<file path="src/rtl/tft_bus_arb_if.sv">
// tft_bus_arb_if: requester and transmitter signal bundle for the TFT bus arbiter
interface tft_bus_arb_if #(parameter int NUM_REQ = 3);
  logic [NUM_REQ-1:0] req;
  logic [NUM_REQ-1:0] req_transmit;
  logic [NUM_REQ-1:0] req_dc;
  logic [8*NUM_REQ-1:0] req_data;
  logic [NUM_REQ-1:0] grant;
  logic [NUM_REQ-1:0] req_busy;
  logic tft_busy;
  logic tft_transmit;
  logic tft_dc;
  logic [7:0] tft_data;
  logic timeout_event;
  modport master (
    output req, req_transmit, req_dc, req_data, tft_busy,
    input grant, req_busy, tft_transmit, tft_dc, tft_data, timeout_event
  );
  modport slave (
    input req, req_transmit, req_dc, req_data, tft_busy,
    output grant, req_busy, tft_transmit, tft_dc, tft_data, timeout_event
  );
endinterface

</file>
<file path="src/rtl/tft_bus_arb.sv">
// tft_bus_arb: per-transaction round-robin owner of the shared TFT byte transmitter
module tft_bus_arb #(
  parameter int NUM_REQ = 3,
  parameter logic [15:0] TIMEOUT = 16'd50000
) (
  input logic clk,
  input logic global_reset,
  tft_bus_arb_if.slave bus
);
  localparam int IW = $clog2(NUM_REQ);
  typedef enum logic [1:0] {IDLE, OWN, DRAIN} state_t;
  state_t state, state_n;
  logic [IW-1:0] rr_last, rr_n, win;
  logic [NUM_REQ-1:0] grant_n, mask, mask_set, cand;
  logic [15:0] cnt, cnt_n;
  logic found, accept, idle, fire, ev_n;
  // rr_last doubles as the owner index while in OWN
  assign bus.req_busy = ~bus.grant | {NUM_REQ{bus.tft_busy | bus.tft_transmit}};
  assign cand = bus.req & ~mask;
  assign accept = (state == OWN) && bus.req_transmit[rr_last] && !bus.req_busy[rr_last];
  assign idle = (state == OWN) && !accept && !bus.tft_busy;
  assign fire = (TIMEOUT != 16'd0) && idle && (cnt == TIMEOUT - 16'd1);
  // first unmasked requester after the last winner, wrapping at NUM_REQ
  always_comb begin
    found = 1'b0;
    win = rr_last;
    for (int k = 1; k <= NUM_REQ; k++) begin
      if (!found && cand[IW'((int'(rr_last) + k) % NUM_REQ)]) begin
        found = 1'b1;
        win = IW'((int'(rr_last) + k) % NUM_REQ);
      end
    end
  end
  // ownership FSM: next state, grant, watchdog count and revoke request
  always_comb begin
    state_n = state;
    grant_n = bus.grant;
    rr_n = rr_last;
    cnt_n = '0;
    ev_n = 1'b0;
    mask_set = '0;
    case (state)
      IDLE: if (found) begin
        state_n = OWN;
        grant_n = '0;
        grant_n[win] = 1'b1;
        rr_n = win;
      end
      OWN: begin
        cnt_n = accept ? 16'd0 : idle ? cnt + 16'd1 : cnt;
        if (!bus.req[rr_last]) begin
          state_n = DRAIN;
          grant_n = '0;
          cnt_n = '0;
        end else if (fire) begin
          state_n = DRAIN;
          grant_n = '0;
          cnt_n = '0;
          ev_n = 1'b1;
          mask_set[rr_last] = 1'b1;
        end
      end
      DRAIN: if (!bus.tft_busy && !bus.tft_transmit) state_n = IDLE;
      default: state_n = IDLE;
    endcase
  end
  // arbitration state; a revoked requester stays masked until it drops req
  always_ff @(posedge clk or posedge global_reset) begin
    if (global_reset) begin
      state <= IDLE;
      bus.grant <= '0;
      rr_last <= IW'(NUM_REQ - 1);
      cnt <= '0;
      mask <= '0;
      bus.timeout_event <= 1'b0;
    end else begin
      state <= state_n;
      bus.grant <= grant_n;
      rr_last <= rr_n;
      cnt <= cnt_n;
      mask <= (mask & bus.req) | mask_set;
      bus.timeout_event <= ev_n;
    end
  end
  // forward the owner's accepted strobe; dc/data hold until the next one
  always_ff @(posedge clk or posedge global_reset) begin
    if (global_reset) begin
      bus.tft_transmit <= 1'b0;
      bus.tft_dc <= 1'b0;
      bus.tft_data <= 8'h00;
    end else begin
      bus.tft_transmit <= accept;
      if (accept) begin
        bus.tft_dc <= bus.req_dc[rr_last];
        bus.tft_data <= bus.req_data[{rr_last, 3'b000} +: 8];
      end
    end
  end
endmodule

</file>
<file path="src/flat_wrapper.sv">
// flat-port wrapper written by rule: the top's interface ports become plain ports
module tft_bus_arb_flat 
#(
  parameter int NUM_REQ = 3,
  parameter logic [15:0] TIMEOUT = 16'd50000
)
  (clk, global_reset, bus_req, bus_req_transmit, bus_req_dc, bus_req_data, bus_tft_busy, bus_grant, bus_req_busy, bus_tft_transmit, bus_tft_dc, bus_tft_data, bus_timeout_event);
  tft_bus_arb_if #(.NUM_REQ(NUM_REQ)) bus_i ();
  input logic clk;
  input logic global_reset;
  input wire logic [$bits(bus_i.req)-1:0] bus_req;
  input wire logic [$bits(bus_i.req_transmit)-1:0] bus_req_transmit;
  input wire logic [$bits(bus_i.req_dc)-1:0] bus_req_dc;
  input wire logic [$bits(bus_i.req_data)-1:0] bus_req_data;
  input wire logic [$bits(bus_i.tft_busy)-1:0] bus_tft_busy;
  output wire logic [$bits(bus_i.grant)-1:0] bus_grant;
  output wire logic [$bits(bus_i.req_busy)-1:0] bus_req_busy;
  output wire logic [$bits(bus_i.tft_transmit)-1:0] bus_tft_transmit;
  output wire logic [$bits(bus_i.tft_dc)-1:0] bus_tft_dc;
  output wire logic [$bits(bus_i.tft_data)-1:0] bus_tft_data;
  output wire logic [$bits(bus_i.timeout_event)-1:0] bus_timeout_event;
  assign bus_i.req = bus_req;
  assign bus_i.req_transmit = bus_req_transmit;
  assign bus_i.req_dc = bus_req_dc;
  assign bus_i.req_data = bus_req_data;
  assign bus_i.tft_busy = bus_tft_busy;
  assign bus_grant = bus_i.grant;
  assign bus_req_busy = bus_i.req_busy;
  assign bus_tft_transmit = bus_i.tft_transmit;
  assign bus_tft_dc = bus_i.tft_dc;
  assign bus_tft_data = bus_i.tft_data;
  assign bus_timeout_event = bus_i.timeout_event;
  tft_bus_arb #(.NUM_REQ(NUM_REQ), .TIMEOUT(TIMEOUT)) u_core (.clk(clk), .global_reset(global_reset), .bus(bus_i));
endmodule
</file>
<file path="config.mk">
export PLATFORM = sky130hd
export DESIGN_NAME = tft_bus_arb_flat
export DESIGN_NICKNAME = d
export VERILOG_FILES = /design/src/rtl/tft_bus_arb_if.sv /design/src/rtl/tft_bus_arb.sv /design/src/flat_wrapper.sv
export SDC_FILE = /design/constraint.sdc
export NUM_CORES = 1
export LEC_CHECK = 0
export BUFFER_PORTS_ARGS = -buffer_cell sky130_fd_sc_hd__buf_2
export CELL_PAD_IN_SITES_DETAIL_PLACEMENT = 0
export CELL_PAD_IN_SITES_GLOBAL_PLACEMENT = 1
export CORE_UTILIZATION = 35
export CTS_CLUSTER_SIZE = 30
export DETAILED_ROUTE_END_ITERATION = 6
export HOLD_SLACK_MARGIN = 0.15
export PLACE_DENSITY = 0.75
export SYNTH_ARGS = -nofsm -noshare
export SYNTH_HDL_FRONTEND = slang
export SYNTH_SLANG_ARGS = --single-unit
</file>
<file path="constraint.sdc">
create_clock -name clk -period 3.4 [get_ports clk]
set_input_delay 0.34 -clock clk [delete_from_list [all_inputs] [get_ports clk]]
set_output_delay 0.34 -clock clk [all_outputs]
set_load 0.01 [all_outputs]
</file>
After elaboration in Yosys (flattened, before gate mapping)
Cells that the tools add are included.
Widths: inputs -> output; s select.

storage, ports and cells
  flip-flop bits (word level) = 37
  output and inout bits = 17
  input port bits = 36
  word-level logic and storage cells = 106

cells by class
  $lt $le $gt $ge = 7
  mux-type cells = 47
  shift operators = 1
  add/subtract/negate cells = 4
  bitwise gates (word level) = 7
  reduce and logical (&&, ||, !) cells = 21
  eq/ne operators = 7
  divide/modulo/power cells = 3

operators with widths
  kind                   count
  $mod 32x3->32 const B  3
  $mux 16                5
  $shiftx 24x6->8        1
  $mux 1                 18
  $mux 3                 6
  $add 16x1->16 const B  1
  $eq 16x16->1 const B   1
  $bmux 1 s2             7
  $mux 2                 7
  $lt 2x4->1 const B     3
  $logic_and 1x1->1      10
  $add 2x2->3 const B    2
  $and 3x3->3            2
  $logic_not 1->1        6
  $lt 2x3->1 const B     2
  $not 3->3              2
  $or 3x3->3             2
  $pmux 2 s3             1
  $pmux 3 s2             1
  $reduce_and 3->1       2
  $ne 5x2->1 const B     1
  $demux 1 s2            2
  $ge 2x1->1 const B     2
  $ne 2x1->1 const B     2
  8 further kinds        8

Depth between registers and ports, before layout
Gate-level depths: netlist of the first run.

  depth in word-level cells = 18
  mapped depth = 9
  depth with buffers taken out = 8

Worst setup path before layout of the first run
Ideal clock, no wire load.

  path kind = register to register
  start = register u_core.rr_last[1]
  end = register u_core.bus.grant[2]
  cell stages (with the launch flop) = 9
  data required time = 3.281 ns
  period minus slack after synthesis = 2.280 ns
  path buffers = 0
  library setup time = 0.119 ns
  setup slack = 1.120 ns
  data arrival time = 2.162 ns
  path through = dfstp_2 > inv_1 > ha_1 > or3b_2 > a21oi_1 > a221o_1 > o22ai_1 > o211ai_1 > a21bo_1

between the ends
  cells in the longest elaborated chain, start to end = 18
  elaborated cells between the ends (all ways) = 49
  classes of those cells = add/sub (3); div (3); order compare (2); eq/ne (2); mux (26); reduce/logical (13)

ends and longest elaborated chain
  item                                                                   RTL line                              source
  from (decl)                                                            tft_bus_arb.sv:13                     logic [IW-1:0] rr_last, rr_n, win;
  from (signal assigned)                                                 tft_bus_arb.sv:72                     rr_last <= IW'(NUM_REQ - 1);
  from (signal assigned)                                                 tft_bus_arb.sv:79                     rr_last <= rr_n;
  $add 2x1->3                                                            tft_bus_arb.sv:28, tft_bus_arb.sv:30
  $mod 32x3->32                                                          tft_bus_arb.sv:28, tft_bus_arb.sv:30
  $bmux 1 s2                                                             tft_bus_arb.sv:28                     if (!found && cand[IW'((int'(rr_last) + k) % NUM_REQ)]) begin
  $mux 1 (implied by the code) (2 in a row)                              tft_bus_arb.sv:28
  $mux 1                                                                 tft_bus_arb.sv:28
  $logic_not 1->1                                                        tft_bus_arb.sv:28
  $logic_and 1x1->1                                                      tft_bus_arb.sv:28
  $mux 1                                                                 tft_bus_arb.sv:28
  $logic_not 1->1                                                        tft_bus_arb.sv:28
  $logic_and 1x1->1                                                      tft_bus_arb.sv:28
  $mux 2                                                                 tft_bus_arb.sv:28
  $lt 2x3->1 (implied by the code) / $ge 2x1->1 (equally long branches)  tft_bus_arb.sv:46                     grant_n[win] = 1'b1;
  $logic_and 1x1->1 (implied by the code)                                tft_bus_arb.sv:46
  $mux 1 (implied by the code)                                           tft_bus_arb.sv:46
  $demux 1 s2                                                            --
  $mux 3                                                                 tft_bus_arb.sv:43                     IDLE: if (found) begin
  $pmux 3 s2                                                             tft_bus_arb.sv:42                     case (state)
  to (signal assigned)                                                   tft_bus_arb.sv:78                     bus.grant <= grant_n;
  to (decl)                                                              tft_bus_arb_if.sv:20                  output grant, req_busy, tft_transmit, tft_dc, tft_data, timeout_event

Several ways; a longest one is shown, not always the timed one. The select of a mux whose other input is x is not followed.
A chain may end at the register's enable or synchronous reset.

Final worst setup path of the first run
  start = register u_core.rr_last[0]
  end = register u_core.bus.grant[2]

The elaborated chain is that of the path after synthesis.

==> metrics, run 1 <==
status=complete, no violations; worst setup margin=0.6023 ns; Gates resized, CTS repair=0; crit path kind=reg -> reg; Synth Area per Inst=9.008 um^2; PD cells=723.8 nW/um^2; Least-Margin Pin Slew=0.7664 ns; pre-CTS setup slack=0.6524 ns; synth cell count leaders=dfrtp_1 (36), nor2_1 (30), nand2_1 (20); Synth Area in Compound Gates=16.83%; TritonCTS clock tree=yes; final wirelength=5.283 mm; Clock Sinks=37; mux share of post-synthesis cell area=4.517%; Setup TNS=0 ns; Rel. slew slack=48.80%; synth-to-layout area growth=21.01%; period utilisation layout=82.29%; Pint=1.183 mW; most area-hungry cell type in the Yosys netlist=dfrtp_1; initial core utilization=36.77%; total gr overflow=0; layout cell share with drive strength beyond 1=25.08%; critical path's slowest cell=dfrtp_1; dpl hpwl=3.756 mm; net switching power=0.7582 mW; Hold Crit Class=in -> async; Fin Hold WS=0.1297 ns; CP bufs+invs=1; Max Cap Viol=0; Netlist cell types=52; #FFs+latches synth=37; overall power=1.941 mW; initial antenna violation count=0; drt drc=0; Final nets=338; post-CTS setup buffers=0; Core ar.=6026 um^2; f_max=0.3574 GHz; die area=6654 um^2; Port Buffers=52; total CTS buffers=5; vias in the first global route=1814; chip width=81.57 um; Max Fanout on Critical Path=15; xor and xnor area share after synthesis=5.534%; crit end category=flip-flop; final hold vios=0; Clock power frac=24.3%; RSZ-0062 raised after global routing=no; Post-synth ARST share=100.0%; final setup vio count=0; I/O pin count=53; diode count=0; max incr delay on CP=0.65 ns; first-pass GRT wire length=8.452 mm; CTS Hold Bufs=0; clk_skew=0.008980 ns; top-count cell post-synth=dfrtp_1; ANT nets after route=0; largest family of logic cells by synthesized area=simple AND/OR/NAND/NOR gates; Via density=5.291; clk_lat worst skew=0.30 ns; htree depth=2; fin. max-slew vios=0; cells along the critical path=inv_1 -> ha_1 -> or3b_2 -> a21oi_1 -> a221o_1 -> o22ai_1 -> o211ai_1 -> a21bo_1; Top delay family on crit path=compound AO/OA/AOI/OAI gates; 1st-iter DRT viols=80; Root Driver=clkbuf_8; cell count after placement=366; Final GP Congestion=0.8053; Area contributors post-synth=dfrtp_1 (41%), nor2_1 (5.1%), xor2_1 (4.7%); cells after synthesis=246; Post-synth EDFFs=0; Flop pwr share=31.4%; Post-Syn Area=2216 um^2; Max IR drop VDD=0.0002340 V; Req. time, crit path=3.59 ns; FP Rows=28; wire per inst=14.13 um; Tmin final=2.798 ns; syn_nets=286; Sw Share=39.07%; first-pass detailed-route iteration total=4; Setup crit start kind=flip-flop; largest net degree at the start of global routing=38; adder-cell share of the synthesized area=2.259%; clk slew on worst S/H paths=0.09 ns; top-area cell type share of the netlist area=40.65%; leakage power=1.248 nW; Worst Path Arrival=2.99 ns; register area share after synthesis=41.84%; post-synthesis simple-gate area fraction=25.64%; GRT Util Overall=16.57%; Die Y=81.57 um; Top FF cell, synth=dfrtp_1; Final Non-Filler Cells=374; YS warnings=0; Comb power frac=44.3%; Bufs on Longest Clock Path=2; via count=1979
[routing by layer]
layer | part of all wire (%) | global-route usage (%) | vias up
met3 | 6.1 | 3.889 | 10
met5 | 0 | 0 | -
met4 | 2.0 | 6.667 | 0
met2 | 44 | 26.33 | 55
li1 | - | - | 991
met1 | 48 | 21.63 | 923
[cell type report]
class                      count  area [um^2]
tap                           75        93.84
timing repair buffer          56        290.3
clock buffer                   5        68.82
sequential                    37        927.1
clock inverter                 3        68.82
inverter                       5        18.77
multi-input combinational    193         1214
fill                         612         3344
[per-stage QoR]
step	area (um^2)	util, %
floorplan	2216	-
global placement	2544	42.21
detailed placement	2544	42.21
CTS	2681	44.50
global route	2681	44.50
finish	2681	44.50
[power groups by stage]
stage                     logic [mW]  registers (mW)  clock network [mW]
after floorplan                0.615           0.625                   0
after global placement         0.859           0.612                   0
after detailed placement       0.861           0.618                   0
after CTS                      0.865           0.610               0.478
after global routing           0.968           0.622               0.501
final                          0.860           0.609               0.472
[tightest hold or removal path: stages]
cell,delay [ns]
buf_2,0.09
inv_1,0.04
buf_4,0.40
[cell usage in the layout, fill, tap and decap left out, types with 5 or more instances in the layout]
| cell type | netlist | final |
|---|---|---|
| a22o_1 | 5 | 5 |
| clkbuf_8 | 0 | 5 |
| inv_1 | 5 | 5 |
| and3_1 | 5 | 5 |
| mux2i_1 | 10 | 10 |
| nor2_1 | 30 | 30 |
| nand2_1 | 20 | 20 |
| xor2_1 | 12 | 12 |
| dfrtp_1 | 36 | 36 |
| o21ai_0 | 18 | 18 |
| a21oi_1 | 19 | 19 |
| nand3_1 | 14 | 14 |
| buf_2 | 3 | 52 |
[cell families after synthesis]
kind of cell / count (synthesis)
AND/OR/NAND/NOR: 105
AO/OA/AOI/OAI: 60
flip-flops: 37
buffers and inverters: 16
XOR/XNOR: 14
multiplexers: 10
adder cells (fa/ha/maj): 4
[worst paths after layout]
check	depth (start not counted)	endpoint	from	slack [ns]
max in group asynchronous	3	u_core.rr_last[1]	global_reset	2.89
worst max register to register	8	u_core.bus.grant[2]	u_core.rr_last[0]	0.60
min in group clk	2	u_core.mask[2]	bus_req[2]	0.32
worst min register to register	2	u_core.bus.tft_dc	u_core.bus.tft_dc	0.48
worst max-delay path	8	u_core.bus.grant[2]	u_core.rr_last[0]	0.60
worst min-delay path	3	u_core.cnt[13]	global_reset	0.13
[state kept, by name (all words and copies together) (netlist names)]
name	count
u_core.bus.tft_data	8
u_core.mask	3
u_core.bus.grant	3
u_core.bus.timeout_event	1
u_core.bus.tft_dc	1
u_core.bus.tft_transmit	1
u_core.rr_last	2
u_core.state	2
u_core.cnt	16
Note: power is estimated with default switching activity, not from simulation.
==> run 2: changes to the inputs <==
--- a/config.mk
+++ b/config.mk
@@ -12,7 +12,7 @@
 export CTS_CLUSTER_SIZE = 30
 export DETAILED_ROUTE_END_ITERATION = 6
 export HOLD_SLACK_MARGIN = 0.15
-export PLACE_DENSITY = 0.75
+export PLACE_DENSITY = 0.78
 export SYNTH_ARGS = -nofsm -noshare
 export SYNTH_HDL_FRONTEND = slang
 export SYNTH_SLANG_ARGS = --single-unit
==> constraint.sdc (replaced) <==
create_clock -name clk -period 2.32 [get_ports clk]
set_input_delay 0.232 -clock clk [delete_from_list [all_inputs] [get_ports clk]]
set_output_delay 0.232 -clock clk [all_outputs]
set_load 0.01 [all_outputs]
==> run 2 against run 1 <==
  * First-iteration DRC count increased by 16%
  * Die area is the same
  * Global-route usage rose by 1.3 points
  * Core utilization up 1.7 points
  * Clock-buffer cell count is 1 higher
  * Cell area grew 3.9%
  * Via count grew 2.6%
  * Total power rose by 47%
==> metrics, run 2 (synthesis results as in run 1) <==
Crit. Startpoint=u_core.rr_last[1]; most frequent cells in the layout=buf_2 (52), dfrtp_1 (36), nor2_1 (30); crit path kind=reg -> reg; final setup vio count=0 (unchanged); CP bufs+invs=2 (+1); Area after DPL=2641 um^2 (+3.8%); Final nets=352 (+4.1%); clk_lat worst skew=0.29 ns (about the same); initial core utilization=36.77% (unchanged); Final GP Congestion=0.8492 (+5.5%); clk slew on worst S/H paths=0.07 ns (-0.02 ns); Top reg by flops=u_core.cnt; Tmin final=2.235 ns (-0.5624 ns); Port Buffers=52 (unchanged); Top delay family on crit path=compound AO/OA/AOI/OAI gates; Bufs on Longest Clock Path=2 (unchanged); drt drc=0 (unchanged); cell count after placement=379 (+3.6%); status=complete, no violations; Setup TNS=0 ns (unchanged); ANT nets after route=0 (unchanged); max reg flops=16 (unchanged); worst setup margin=0.08464 ns (-0.5176 ns); initial antenna violation count=0 (unchanged); critical path's slowest cell=dfstp_2; reg2reg start=u_core.rr_last[1]; first-pass GRT wire length=9.032 mm (+6.9%); total CTS buffers=5 (unchanged); clk_skew=0.005793 ns (-0.003187 ns); period utilisation layout=96.35% (+14 points); total gr overflow=0 (unchanged); Max Cap Viol=0 (unchanged); Hold Crit Start=bus_req[2]; chip width=81.57 um (unchanged); Via density=5.248 (-0.82%); PD cells=1026 nW/um^2 (+42%); RSZ-0062 raised after global routing=no; Setup crit start kind=flip-flop; vias in the first global route=1914 (+5.5%); final wirelength=5.465 mm (+3.4%); fin area=2786 um^2 (+3.9%); Worst Path Arrival=2.42 ns (-0.57 ns); I/O pin count=53 (unchanged); commonest non-fill, non-tap cell in the layout=buf_2; diode count=0 (unchanged); Hold Crit Class=in -> reg; f_max=0.4474 GHz (+25%); Largest regs=u_core.cnt x16, u_core.bus.tft_data x8; Core ar.=6026 um^2 (unchanged); GRT Util Overall=17.82% (+1.3 points); 1st-iter DRT viols=93 (+16%); final core occ=46.24% (+1.7 points); dpl hpwl=4.059 mm (+8.1%); htree depth=2 (unchanged); fin. max-slew vios=0 (unchanged); first-pass detailed-route iteration total=4 (unchanged); via count=2031 (+2.6%); Final Non-Filler Cells=387 (+3.5%); layout cell share with drive strength beyond 1=29.81% (+4.7 points); overall power=2.860 mW (+47%); largest net degree at the start of global routing=38 (unchanged); wire per inst=14.12 um (about the same); leakage power=1.298 nW (+4.0%); die area=6654 um^2 (unchanged); Die Y=81.57 um (unchanged); Req. time, crit path=2.50 ns (-1.09 ns); Root Driver=clkbuf_8; pre-CTS setup slack=0.08803 ns (-0.5644 ns); final hold vios=0 (unchanged); synth-to-layout area growth=25.75%; TritonCTS clock tree=yes; Rel. slew slack=58.77% (+10 points); Max Fanout on Critical Path=4 (-11); Least-Margin Pin Slew=0.6162 ns (-0.1501 ns); Fin Hold WS=0.2147 ns (+0.08498 ns); max incr delay on CP=0.53 ns (-0.12 ns); crit end category=flip-flop; Max IR drop VDD=0.0003980 V (+70%); FP Rows=28 (unchanged); cells along the critical path=inv_1 -> buf_4 -> ha_1 -> a22o_1 -> a221o_1 -> o22ai_2 -> a21oi_1 -> a32o_2; Clock Sinks=37 (unchanged)
run 2: path summary, 6_finish.rpt:
check	to	slack [ns]	cells after the start
worst min-delay path	u_core.mask[2]	0.21	2
min in group asynchronous	u_core.bus.tft_data[4]	0.58	4
max in group asynchronous	u_core.rr_last[1]	1.37	4
worst max-delay path	u_core.bus.grant[0]	0.08	8
worst max register to register	u_core.bus.grant[0]	0.08	8
worst min register to register	u_core.bus.tft_data[4]	0.48	2
run 2: worst reg2reg max path, cell delays in order, from the launching register on:
cell and delay (ns):
dfstp_2 0.53, inv_1 0.07, buf_4 0.15, ha_1 0.23, a22o_1 0.21, a221o_1 0.38, o22ai_2 0.20, a21oi_1 0.09
a32o_2 0.27
run 2: power by group:
group          switching, mW  internal [mW]
combinational          0.836          0.694
clock                  0.229          0.235
sequential            0.0882          0.779
total                   1.15           1.71
run 2: metal layers:
layer | track usage, % | vias to the layer above | wire length (um)
met5 | 0 | - | 0
met4 | 6.667 | 0 | 81
met3 | 3.889 | 7 | 297
met2 | 28.42 | 53 | 2410
met1 | 23.62 | 955 | 2675
li1 | - | 1016 | -
run 2: cell type report:
| class | instances | area [um^2] |
|---|---|---|
| fillers | 601 | 3239 |
| clock buffers | 6 | 82.58 |
| inverters | 5 | 18.77 |
| clock inverters | 1 | 7.507 |
| multi-input cells | 193 | 1255 |
| well taps | 75 | 93.84 |
| repair buffers | 70 | 401.6 |
| flip-flops and latches | 37 | 927.1 |
run 2: repair_timing:
item,4_1_cts,5_1_grt
endpoints found under the hold margin,36,0
endpoints found under the setup margin,0,2
hold buffers,1,0
buffers inserted,0,0
gates resized for setup,0,9
